## config.mk

```make
export PLATFORM = sky130hd
export DESIGN_NAME = sva_stim_gen
export DESIGN_NICKNAME = d
export VERILOG_FILES = /design/src/rtl/sva_stim_gen.sv
export SDC_FILE = /design/constraint.sdc
export NUM_CORES = 1
export LEC_CHECK = 0
export ABC_AREA = 1
export CORE_UTILIZATION = 50
export DETAILED_ROUTE_END_ITERATION = 10
export PLACE_DENSITY = 0.8
export SETUP_SLACK_MARGIN = 0.3
export SLEW_MARGIN = 20
export SYNTH_ARGS = -nofsm -noshare
export SYNTH_HDL_FRONTEND = slang
export SYNTH_SLANG_ARGS = --single-unit
```

## constraint.sdc

```tcl
create_clock -name gclk -period 6.3 [get_ports gclk]
set_clock_uncertainty 0.2 [all_clocks]
set_input_delay 1.26 -clock gclk [delete_from_list [all_inputs] [get_ports gclk]]
set_output_delay 1.26 -clock gclk [all_outputs]
set_load 0.01 [all_outputs]
```

## src/rtl/sva_stim_gen.sv

```systemverilog
// Stimulus player for SVA checker FSMs: replays a programmed vector sequence and counts verdicts.
// Optional build macro SVA_STIM_LFSR_EN adds rand_mode and LFSR-sourced stimulus.
module sva_stim_gen #(
  parameter int unsigned          SIG_WIDTH = 1,
  parameter int unsigned          DEPTH     = 16,
  parameter logic [SIG_WIDTH-1:0] IDLE_VAL  = '0,
  parameter int unsigned          CNT_WIDTH = 8
) (
  input  logic                       gclk,
  input  logic                       grst,
  input  logic                       cfg_we,
  input  logic [$clog2(DEPTH)-1:0]   cfg_addr,
  input  logic [SIG_WIDTH-1:0]       cfg_data,
  input  logic                       cfg_len_we,
  input  logic [$clog2(DEPTH):0]     cfg_len,
  output logic                       cfg_err,
  input  logic                       start,
  input  logic [CNT_WIDTH-1:0]       reps,
  input  logic [3:0]                 gap,
  input  logic                       stop,
`ifdef SVA_STIM_LFSR_EN
  input  logic                       rand_mode,
`endif
  output logic [SIG_WIDTH-1:0]       stim,
  output logic                       stim_valid,
  output logic                       sof,
  output logic                       busy,
  output logic                       done,
  output logic                       aborted,
  input  logic                       chk_succ,
  input  logic                       chk_fail,
  output logic [CNT_WIDTH-1:0]       pass_cnt,
  output logic [CNT_WIDTH-1:0]       fail_cnt
);

  localparam int unsigned AW = $clog2(DEPTH);
  localparam int unsigned LW = AW + 1;

  typedef enum logic [1:0] {StIdle, StPlay, StGap, StDone} state_e;

  state_e                 state_q, state_d;
  logic [AW-1:0]          idx_q, idx_d;
  logic [LW-1:0]          seq_len_q, seq_len_d;
  logic [CNT_WIDTH-1:0]   rep_left_q, rep_left_d;
  logic [3:0]             gap_len_q, gap_len_d;
  logic [3:0]             gap_ctr_q, gap_ctr_d;
  logic [SIG_WIDTH-1:0]   stim_q, stim_d;
  logic                   stim_valid_q, stim_valid_d;
  logic                   sof_q, sof_d;
  logic                   done_q, done_d;
  logic                   aborted_q, aborted_d;
  logic                   cfg_err_q, cfg_err_d;
  logic [CNT_WIDTH-1:0]   pass_cnt_q, pass_cnt_d;
  logic [CNT_WIDTH-1:0]   fail_cnt_q, fail_cnt_d;

  logic [SIG_WIDTH-1:0]   mem_q [DEPTH];
  logic                   mem_we;
  logic                   start_ok;
  logic                   last_elem;
  logic [SIG_WIDTH-1:0]   play_val;
  logic [CNT_WIDTH-1:0]   pass_base, fail_base;

`ifdef SVA_STIM_LFSR_EN
  logic [15:0] lfsr_q, lfsr_d;
  logic        rand_mode_q, rand_mode_d;

  // Fibonacci LFSR, taps 16,14,13,11; free-running on every clock.
  always_comb begin
    lfsr_d = {lfsr_q[14:0], lfsr_q[15] ^ lfsr_q[13] ^ lfsr_q[12] ^ lfsr_q[10]};
  end

  always_ff @(posedge gclk or posedge grst) begin
    if (grst) begin
      lfsr_q      <= 16'hACE1;
      rand_mode_q <= 1'b0;
    end else begin
      lfsr_q      <= lfsr_d;
      rand_mode_q <= rand_mode_d;
    end
  end

  assign play_val = rand_mode_q ? lfsr_q[SIG_WIDTH-1:0] : mem_q[idx_q];
`else
  assign play_val = mem_q[idx_q];
`endif

  assign start_ok  = (state_q == StIdle) && start && !stop && (seq_len_q != '0);
  assign last_elem = ({1'b0, idx_q} == (seq_len_q - LW'(1)));

  always_comb begin
    state_d      = state_q;
    idx_d        = idx_q;
    seq_len_d    = seq_len_q;
    rep_left_d   = rep_left_q;
    gap_len_d    = gap_len_q;
    gap_ctr_d    = gap_ctr_q;
    stim_d       = IDLE_VAL;
    stim_valid_d = 1'b0;
    sof_d        = 1'b0;
    done_d       = 1'b0;
    aborted_d    = 1'b0;
    cfg_err_d    = 1'b0;
    mem_we       = 1'b0;
`ifdef SVA_STIM_LFSR_EN
    rand_mode_d  = rand_mode_q;
`endif

    unique case (state_q)
      StIdle: begin
        mem_we = cfg_we;
        if (cfg_len_we) begin
          if ((cfg_len != '0) && (cfg_len <= LW'(DEPTH))) begin
            seq_len_d = cfg_len;
          end else begin
            cfg_err_d = 1'b1;
          end
        end
        if (start && !stop) begin
          if (seq_len_q == '0) begin
            cfg_err_d = 1'b1;
          end else begin
            state_d    = StPlay;
            idx_d      = '0;
            rep_left_d = (reps == '0) ? '0 : reps - CNT_WIDTH'(1);
            gap_len_d  = gap;
`ifdef SVA_STIM_LFSR_EN
            rand_mode_d = rand_mode;
`endif
          end
        end
      end
      StPlay: begin
        stim_d       = play_val;
        stim_valid_d = 1'b1;
        sof_d        = (idx_q == '0);
        if (last_elem) begin
          if (rep_left_q == '0) begin
            state_d = StDone;
          end else if (gap_len_q == '0) begin
            rep_left_d = rep_left_q - CNT_WIDTH'(1);
            idx_d      = '0;
          end else begin
            state_d   = StGap;
            gap_ctr_d = gap_len_q;
          end
        end else begin
          idx_d = idx_q + AW'(1);
        end
      end
      StGap: begin
        if (gap_ctr_q == 4'd1) begin
          state_d    = StPlay;
          idx_d      = '0;
          rep_left_d = rep_left_q - CNT_WIDTH'(1);
        end else begin
          gap_ctr_d = gap_ctr_q - 4'd1;
        end
      end
      StDone: begin
        done_d  = 1'b1;
        state_d = StIdle;
      end
      default: state_d = StIdle;
    endcase

    if ((state_q != StIdle) && (cfg_we || cfg_len_we)) begin
      cfg_err_d = 1'b1;
    end

    // stop overrides every transition, including end-of-pass and the done pulse.
    if (stop && (state_q != StIdle)) begin
      state_d      = StIdle;
      stim_d       = IDLE_VAL;
      stim_valid_d = 1'b0;
      sof_d        = 1'b0;
      done_d       = 1'b0;
      aborted_d    = 1'b1;
    end
  end

  // A clear coincident with a verdict still counts that verdict.
  always_comb begin
    pass_base  = start_ok ? '0 : pass_cnt_q;
    fail_base  = start_ok ? '0 : fail_cnt_q;
    pass_cnt_d = (chk_succ && (pass_base != '1)) ? pass_base + CNT_WIDTH'(1) : pass_base;
    fail_cnt_d = (chk_fail && (fail_base != '1)) ? fail_base + CNT_WIDTH'(1) : fail_base;
  end

  always_ff @(posedge gclk or posedge grst) begin
    if (grst) begin
      state_q      <= StIdle;
      idx_q        <= '0;
      seq_len_q    <= '0;
      rep_left_q   <= '0;
      gap_len_q    <= '0;
      gap_ctr_q    <= '0;
      stim_q       <= IDLE_VAL;
      stim_valid_q <= 1'b0;
      sof_q        <= 1'b0;
      done_q       <= 1'b0;
      aborted_q    <= 1'b0;
      cfg_err_q    <= 1'b0;
      pass_cnt_q   <= '0;
      fail_cnt_q   <= '0;
    end else begin
      state_q      <= state_d;
      idx_q        <= idx_d;
      seq_len_q    <= seq_len_d;
      rep_left_q   <= rep_left_d;
      gap_len_q    <= gap_len_d;
      gap_ctr_q    <= gap_ctr_d;
      stim_q       <= stim_d;
      stim_valid_q <= stim_valid_d;
      sof_q        <= sof_d;
      done_q       <= done_d;
      aborted_q    <= aborted_d;
      cfg_err_q    <= cfg_err_d;
      pass_cnt_q   <= pass_cnt_d;
      fail_cnt_q   <= fail_cnt_d;
    end
  end

  // Pattern memory is intentionally left unreset.
  always_ff @(posedge gclk) begin
    if (mem_we) begin
      mem_q[cfg_addr] <= cfg_data;
    end
  end

  assign stim       = stim_q;
  assign stim_valid = stim_valid_q;
  assign sof        = sof_q;
  assign busy       = (state_q != StIdle);
  assign done       = done_q;
  assign aborted    = aborted_q;
  assign cfg_err    = cfg_err_q;
  assign pass_cnt   = pass_cnt_q;
  assign fail_cnt   = fail_cnt_q;

endmodule

```

==> out/metrics.yaml <==
clocking:
  h-tree-depth: 3
  cts_tree: "done"
  cts.sinks: 65
  clock_latency_ns: 0.35
  cts_setup_buffers: 0
  cts_root_buf: "clkbuf_8"
  clk_pin_slew_ns: 0.07
  cts_made_buffers: 9
  clk_path_buf_depth: 2
  cts_resized: 0
  ctsHoldBuffers: 0
drt:
  via_count: 3665
  firstDrtPassIters: 4
  drc: 0
  drtAntennaViolNets: 0
  routed_via_density: 5.112
  first_iter_violations: 193
  wl_um: 8914
  wire_per_inst_um: 12.43
place:
  dp_hpwl_um: 6718
  dp_cells: 701
  gp_congestion: 0.8690
  io_buffers: 52
worst_setup_path:
  reg2reg_to: "fail_cnt[4]"
  startpoint_type: "input pin"
  worst_path_largest_cell_delay_ns: 0.46
  cp.arrival_ns: 3.53
  worst_r2r_path_depth: 16
  path_cells: "clkdlybuf4s50_1, inv_1, nand2_1, nor2_4, nand2_4, inv_4, nor2_1, ha_1, nand2_1, nand3b_1, nor2_2, nand2_1, nand2_4, inv_2, nand2_1, nand2_1"
  cp_common_cell: "nand2_1"
  critPathRequiredTime_ns: 6.34
  reg2reg_from: "state_q[0]"
  slowest_stage: "clkdlybuf4s50_1"
  critPathKind: "in -> reg"
  critPathMaxFanout: 27
  crit_path_end_kind: "register"
  reg2reg_slack_ns: 3.49
sta:
  whs_ns: 0.2777
  fmax_mhz: 285.9
  relSlewSlack_pct: 44.76
  grt_setup_unrepaired: "no"
  finalCritPeriodShare_pct: 55.53
  setup_viol: 0
  hold_violations: 0
  fin_crit_ns: 3.498
  worst_slew_pin_slew_ns: 0.8276
  setup_tns_ns: 0
  slew_viol_final: 0
logic_synthesis:
  yosys_register_bits: 65
  synth_ff_type: "dfrtp_1"
  synth_warnings: 0
  synth.avg_cell_area_um2: 7.431
  netlist_instances: 556
  yosys.area.top_type_share_pct: 29.68
  ys_types: 31
  netlist_top_cells_area: "dfrtp_1 (30%), nand2_1 (16%), edfxtp_1 (12%)"
  synth.cell_area_um2: 4131
  syn-num-nets: 600
  yosysTopAreaCell: "dfrtp_1"
  yosysSeqAreaShare_pct: 41.31
  synth_edf_count: 16
  synthArstFlopShare_pct: 75.38
global_route:
  overflow: 0
  grt_pass1_vias: 3566
  grt_util_all_layers_pct: 23.08
  grt_antenna_before_repair: 0
  grt_start_max_net_pins: 50
  grt_pass1_wl_um: 15750
cells_and_area:
  final_nets: 654
  nFillCells: 729
  utilization_pct: 62.23
  final_cells: 717
  antenna_cells: 0
  drive_gt1_share_pct: 8.455
  synthToLayoutAreaGrowth_pct: 18.20
floorplanning:
  io_pins: 53
  core-area_um2: 7848
  die_y_um: 92.90
  die_w_um: 92.90
  initial_core_util_pct: 52.65
  rows: 32
  die_area_um2: 8630
worst_hold_path:
  worstHoldPathCells: 2
  hp-start: "rep_left_q[0]"
  hp-class: "reg -> reg"
  holdPathEnd: "rep_left_q[0]"
power:
  leakagePower_uw: 0.002371
  ir_drop_uv: 181.2
  powerDensity_nw_per_um2: 394.3
outcome:
  run_status: "finished, final reports clean"
job:
  max_cap_violations: 0
-- stage by stage --
step / power, µW / instance area, µm² / setup slack [ns]
5_1_grt: 2112 / 4883 / 2.592
6_report: 1925 / 4883 / 2.802
3_5_place_dp: 1621 / 4712 / 2.451
3_3_place_gp: 1592 / 4712 / 2.564
2_1_floorplan: 1365 / 4131 / 3.241
4_1_cts: 1937 / 4882 / 2.830
-- sequential cells by signal, summed over array words and instances (netlist names), 2 cells and up --
signal	flops
idx_q	4
seq_len_q	5
mem_q	16
pass_cnt	8
state_q	2
gap_len_q	4
gap_ctr_q	4
fail_cnt	8
rep_left_q	8
-- layout by cell type, fill, tap and decap left out, drive strengths merged, types with 2 or more instances in the layout --
cell type      count
nand2            190
inv               75
nor2              70
nand3             53
clkdlybuf4s50     52
dfrtp             49
o21ai             31
nand4             17
edfxtp            16
ha                14
xor2              12
clkbuf             9
a21oi              8
clkinv             5
nand3b             4
xnor2              3
o211ai             2
clkinvlp           2
-- cell usage after synthesis (4+ instances only) --
| cell type | n |
|---|---|
| a21oi_1 | 8 |
| edfxtp_1 | 16 |
| inv_1 | 65 |
| nor2_1 | 60 |
| ha_1 | 14 |
| o21ai_1 | 8 |
| dfrtp_1 | 49 |
| inv_2 | 9 |
| o21ai_0 | 22 |
| nand2_4 | 6 |
| xor2_1 | 12 |
| nand2_1 | 181 |
| nand3_1 | 49 |
| nor2_2 | 5 |
| nor2_4 | 5 |
| nand4_1 | 17 |
| nand3b_1 | 4 |
-- critical path: cells and delay by family --
family                   cells  cell delay, ns
AND/OR/NAND/NOR             11            1.35
buffers and inverters        4            0.71
adder cells (fa/ha/maj)      1            0.21
-- how the worst max path moves through the flow --
| stage | start | endpoint | slack [ns] |
|---|---|---|---|
| after floorplan | stop | fail_cnt[5] | 3.24 |
| after global placement | stop | pass_cnt[2] | 2.56 |
| after detailed placement | stop | fail_cnt[4] | 2.45 |
| after CTS | stop | fail_cnt[2] | 2.83 |
| after global routing | stop | fail_cnt[7] | 2.59 |
| final | stop | fail_cnt[4] | 2.80 |
-- cell type report --
cell class,count,area [µm²],area share [%]
multi-input combinational,407,2073,42.45
clock buffer,9,123.9,2.537
clock inverter,7,46.29,0.9480
inverter,75,285.3,5.842
timing repair buffer,52,520.5,10.66
tap,102,127.6,2.613
sequential,65,1707,34.95
-- routing by layer --
layer  GRT usage (%)  part of all wire [%]  up-vias
li1                -                     -     1875
met2           38.73                    48      103
met4           8.462                   1.4        0
met1           28.99                    45     1675
met3           5.255                   6.2       12
met5               0                     0        -
-- report_power, final --
part	switching [µW]	internal, µW	total [µW]
Sequential	112	543	655
Clock	169	142	310
Combinational	598	362	960
Total	879	1050	1930
-- cells by family (layout without fill, tap and decap cells) --
kind of cell,count (synthesis),after routing,share of synthesized area (%)
AO/OA/AOI/OAI,43,43,5.694
XOR/XNOR,15,15,3.180
adder cells (fa/ha/maj),14,14,4.240
buffers and inverters,84,143,8.510
flip-flops,65,65,41.31
AND/OR/NAND/NOR,335,335,37.07
Note: power is estimated with default switching activity, not from simulation.
==> patch 1 (config.mk and constraints unchanged) <==
The parameter `CNT_WIDTH` goes from 8 to 7.
--- a/src/rtl/sva_stim_gen.sv
+++ b/src/rtl/sva_stim_gen.sv
@@ -5,5 +5,5 @@
   parameter int unsigned          DEPTH     = 16,
   parameter logic [SIG_WIDTH-1:0] IDLE_VAL  = '0,
-  parameter int unsigned          CNT_WIDTH = 8
+  parameter int unsigned          CNT_WIDTH = 7
 ) (
   input  logic                       gclk,
Ports: changed (resized fail_cnt, pass_cnt and reps); port bits go from 53 to 50. The function was not compared with the original's and may differ.
==> patch 1 against the unedited design <==
  * Clock power is 2% lower
  * Final area is 7.9% lower
  * Sequential cell count is 3 lower
  * Wire length is 12% lower
  * Sequential share of layout area is 1.3 points higher
  * Power is 2.1% lower
  * Final cell count is 11% lower
  * Area after synthesis is 8.8% lower
  * Worst setup slack better by 0.22 ns
  * Sequential power is 2% lower
  * Largest power group unchanged
  * Highest routed layer unchanged
==> patch 1: results (changes against the unedited design) <==
Run status
  • Status: finished clean (unchanged)

Setup path
  • Cell depth of the worst flop-to-flop path: 14 (was 16)
  • Worst reg-to-reg setup slack: 3.62 ns (was 3.49 ns)
  • Crit path DAT: 1.81 ns (was 3.53 ns)
  • Worst-path fanout max: 4 (was 27)

Detailed routing
  • WL final: 7.817 mm (was 8.914 mm)
  • DR vias: 3243 (was 3665)
  • Met3 wire length: 349 um (was 554 um)
  • DRT iter0 DRCs: 161 (was 193)
  • Met2 routed WL: 3.623 mm (was 4.239 mm)

Pwr
  • Peak supply drop: 224.1 uV (was 181.2 uV)
  • Int Pwr: 1.042 mW (was 1.047 mW)
  • Leak: 2.113 nW (was 2.371 nW)

Logic synthesis
  • Top cells by area, synth: dfrtp_1, edfxtp_1, nand2_1 (was dfrtp_1, nand2_1, edfxtp_1)
  • Netlist cell types: 39 (was 31)
  • Post-synth top cells: nand2_1, inv_1, nor2_1 (unchanged)
  • Syn_nets: 525 (was 600)
  • Sequential element share of the synthesized area: 0.4329 (was 0.4131)

Place
  • I/O Buffers: 49 (was 52)
  • Gpl congestion: 0.8360 (was 0.8690)
  • DPL Wire Length: 5.812 mm (was 6.718 mm)

STA
  • Slew headroom: 0.6145 (was 0.4476)

GRT
  • First-pass GRT wire length: 13.12 mm (was 15.75 mm)
  • Largest net degree at the start of global routing: 47 (was 50)
  • Vias in the first global route: 2968 (was 3566)

Layout
  • Layout Nets: 578 (was 654)
  • Fraction of layout cells with a size suffix above 1: 0.07593 (was 0.08455)
==> patch 1: cell count changes after synthesis, moves of 5 or more <==
| cell | delta |
|---|---|
| nor2_1 | -5 |
| nand2_1 | -53 |
| inv_2 | -8 |
| o21ai_0 | +12 |
| nand3_1 | -19 |
==> patch 1: worst max-delay path, stage by stage, from the launching register on <==
cell and delay [ns]:
dfrtp_1 0.41, inv_1 0.08, ha_1 0.27, inv_1 0.15, clkdlybuf4s50_1 0.56
==> patch 1: power by group through the flow <==
stage | sequential, mW | combinational (mW) | clock (mW)
final | 0.642 | 0.938 | 0.305
after global routing | 0.658 | 1.08 | 0.331
after CTS | 0.640 | 0.944 | 0.310
after detailed placement | 0.646 | 0.941 | 0
after global placement | 0.644 | 0.911 | 0
after floorplan | 0.631 | 0.694 | 0
==> patch 1: worst max-delay path by stage <==
stage / startpoint / end / slack, ns / depth (start not counted)
finish: state_q[0]$_DFFE_PP0P_ / busy / 3.03 / 4
global route: stop / pass_cnt[2]$_DFF_PP0_ / 2.84 / 11
CTS: state_q[0]$_DFFE_PP0P_ / busy / 3.02 / 4
detailed placement: stop / pass_cnt[3]$_DFF_PP0_ / 2.67 / 11
global placement: start / pass_cnt[5]$_DFF_PP0_ / 2.79 / 13
floorplan: start / fail_cnt[5]$_DFF_PP0_ / 3.51 / 13
==> patch 1: layout make-up <==
| type | instances | area, sq um |
|---|---|---|
| multi-input cells | 343 | 1819 |
| flip-flops and latches | 62 | 1632 |
| clock buffers | 10 | 127.6 |
| fillers | 623 | 2756 |
| well taps | 99 | 123.9 |
| clock inverters | 6 | 37.54 |
| repair buffers | 50 | 498.0 |
| inverters | 69 | 259.0 |
==> patch 1: routing by layer <==
layer,up-vias,GRT usage
met5,-,0
met4,0,0.06158
met3,10,0.06530
met2,71,0.3476
met1,1491,0.2947
li1,1671,-
==> patch 1: logic make-up after synthesis <==
family,share of synthesized area
AO/OA/AOI/OAI,0.09163
AND/OR/NAND/NOR,0.3098
XOR/XNOR,0.03486
adder cells (fa/ha/maj),0.04648
flip-flops,0.4329
buffers and inverters,0.08433
==> patch 1: stage by stage <==
stage	power [mW]	worst slack (ns)	area [sq um]	cells	hold WS, ns
final	1.885	3.025	4497	639	0.2779
after global routing	2.064	2.841	4497	639	0.3075
after CTS	1.894	3.019	4497	639	0.2807
after detailed placement	1.587	2.671	4332	623	0.2643
after global placement	1.554	2.791	4332	623	0.2596
after floorplan	1.325	3.514	3769	482	0.2419
==> patch 2 (same settings) <==
Made on the original files. Add an input register stage for `cfg_data`, without a reset; this delays it by one clock. The other inputs are not delayed to match.
--- a/src/rtl/sva_stim_gen.sv
+++ b/src/rtl/sva_stim_gen.sv
@@ -38,4 +38,10 @@
 
   typedef enum logic [1:0] {StIdle, StPlay, StGap, StDone} state_e;
+
+  logic [SIG_WIDTH-1:0] cfg_data_q;
+
+  always_ff @(posedge gclk) begin
+    cfg_data_q <= cfg_data;
+  end
 
   state_e                 state_q, state_d;
@@ -224,5 +230,5 @@
   always_ff @(posedge gclk) begin
     if (mem_we) begin
-      mem_q[cfg_addr] <= cfg_data;
+      mem_q[cfg_addr] <= cfg_data_q;
     end
   end
Function: changed (Yosys sat finds a counterexample within 4 cycles, from zero or initial values and one cycle with grst high).
==> patch 2 against the unedited design <==
  * Utilization increased by 0.18 points
  * Count of clock-buffer cells in the layout increased by 2
  * Critical path depth unchanged
  * Wire length decreased by 0.44%
  * Final cell count increased by 0.28%
  * Worst setup slack improved by 0.058 ns
  * Sequential cell count increased by 1
  * Die area increased by 0.42%
  * Power increased by 3.1%
  * Area after synthesis increased by 0.42%
  * Final area increased by 0.79%
  * Synthesized cell count increased by 0.54%
  * Critical path type unchanged
  * Critical endpoint is now fail_cnt[2]$_DFF_PP0_
  * Highest routed layer unchanged
==> patch 2: results (changes against the unedited design) <==
Logic synthesis
  • Post-synth top cells: nand2_1, inv_1, nor2_1 (unchanged)
  • Async S/R FF share, synth: 0.7424 (was 0.7538)
  • Mux share of post-synthesis cell area: 0 (unchanged)
  • Syn_nets: 603 (was 600)
  • Compound-cell area share of the yosys netlist: 0.05277 (was 0.05694)
  • Synth Area in Adders: 0.04222 (was 0.04240)
  • EDFF count, synth: 16 (unchanged)
  • Xor and xnor area share after synthesis: 0.03166 (was 0.03180)
  • Yosys Warn Count: 0 (unchanged)
  • Netlist cell types: 33 (was 31)
  • Sequential element share of the synthesized area: 0.4162 (was 0.4131)
  • Top cells by area, synth: dfrtp_1, nand2_1, edfxtp_1 (unchanged)

CTS
  • Clk_lat worst skew: 0.35 ns (about the same)
  • Total CTS buffers: 9 (unchanged)
  • CTS-repair resized insts: 0 (unchanged)
  • Root buffer cell: clkbuf_8 (unchanged)
  • Clock transition at path regs: 0.07 ns (about the same)
  • CTS H-tree depth: 3 (unchanged)

Run status
  • Status: finished clean (unchanged)

Place
  • Pre-CTS setup slack: 2.489 ns (was 2.451 ns)
  • Gpl congestion: 0.9335 (was 0.8690)
  • I/O Buffers: 52 (unchanged)
  • DPL Wire Length: 6.543 mm (was 6.718 mm)

Layout
  • Layout Nets: 656 (was 654)
  • Most flop-heavy register: mem_q (unchanged)
  • Fraction of layout cells with a size suffix above 1: 0.07293 (was 0.08455)
  • Max reg flops: 16 (unchanged)

Pwr
  • Leak: 2.394 nW (was 2.371 nW)
  • Sw Ratio: 0.4336 (was 0.4564)
  • Clock power share: 0.193 (was 0.161)
  • Sw power: 860.5 uW (was 878.7 uW)
  • Peak supply drop: 230.3 uV (was 181.2 uV)
  • Reg power frac: 0.337 (was 0.340)

GRT
  • Total Routing Usage GR: 0.2236 (was 0.2308)
  • First-pass GRT wire length: 15.34 mm (was 15.75 mm)
  • Vias in the first global route: 3571 (was 3566)

Setup path
  • Worst-path fanout max: 27 (unchanged)
  • Crit path DAT: 3.48 ns (was 3.53 ns)
  • Max stage delay on crit path: 0.46 ns (about the same)

Hold path
  • Worst Hold Path Cells: 2 (unchanged)

Detailed routing
  • DRT iter0 DRCs: 203 (was 193)
  • Via density: 5.164 (was 5.112)
  • WL final: 8.875 mm (was 8.914 mm)
  • Router iterations before antenna repair: 4 (unchanged)

STA
  • Slew @ Worst Pin: 0.8524 ns (was 0.8276 ns)
## patch 2: cell count changes in the layout (fill, tap and decap cells not counted), sizes merged
cell	change
a31oi	-1
nor3	+1
o21ai	-1
inv	-3
nand2	-1
clkinvlp	-2
nor2	+2
bufinv	+2
a21oi	+1
nand4	+3
dfxtp	+1
nand3	-3
clkbuf	+2
nand3b	+1
## patch 2: worst register-to-register path, cell delays in order, from the launching register on
cell      delay, ns
dfrtp_1        0.39
inv_1          0.09
ha_1           0.28
inv_2          0.15
nor2_4         0.06
nand2_4        0.27
inv_4          0.12
nor2_1         0.15
ha_1           0.20
nand2_1        0.05
nand3b_1       0.20
nor2_2         0.13
nand2_1        0.10
nand2_4        0.12
inv_4          0.07
nand2_1        0.06
nand2_1        0.05
## patch 2: kinds of logic (layout without fill, tap and decap cells)
kind of cell,count (synthesis),count (layout)
XOR/XNOR,15,15
flip-flops,66,66
adder cells (fa/ha/maj),14,14
AO/OA/AOI/OAI,42,42
AND/OR/NAND/NOR,338,338
buffers and inverters,84,142
## patch 2: area by class of cell
| type | instances | area, sq um |
|---|---|---|
| repair buffers | 52 | 520.5 |
| multi-input cells | 409 | 2051 |
| flip-flops and latches | 66 | 1727 |
| well taps | 102 | 127.6 |
| clock buffers | 11 | 131.4 |
| clock inverters | 5 | 78.83 |
| fillers | 678 | 2965 |
| inverters | 74 | 286.5 |
## patch 2: stage by stage
| stage | cell area [sq um] | instances |
|---|---|---|
| 2_1_floorplan | 4149 | 559 |
| 3_3_place_gp | 4711 | 703 |
| 3_5_place_dp | 4711 | 703 |
| 4_1_cts | 4921 | 719 |
| 5_1_grt | 4922 | 719 |
| 6_report | 4922 | 719 |
## patch 2: metal layers
layer	share of wire	wire length, um	track usage	vias to the layer above
li1	-	-	-	1889
met1	0.46	4057	0.2794	1723
met2	0.49	4322	0.3787	87
met3	0.042	375	0.04959	14
met4	0.013	118	0.08205	0
met5	0	0	0	-
## patch 2: final timing paths
| path | start | endpoint | slack (ns) |
|---|---|---|---|
| worst max-delay path | stop | fail_cnt[2]$_DFF_PP0_ | 2.86 |
| min in group asynchronous | grst | pass_cnt[0]$_DFF_PP0_ | 1.17 |
| worst min register to register | gap_ctr_q[3]$_DFFE_PP0P_ | gap_ctr_q[3]$_DFFE_PP0P_ | 0.27 |
| max in group asynchronous | grst | rep_left_q[5]$_DFFE_PP0P_ | 4.20 |
| worst max register to register | state_q[0]$_DFFE_PP0P_ | fail_cnt[2]$_DFF_PP0_ | 3.50 |
| worst min-delay path | gap_ctr_q[3]$_DFFE_PP0P_ | gap_ctr_q[3]$_DFFE_PP0P_ | 0.27 |
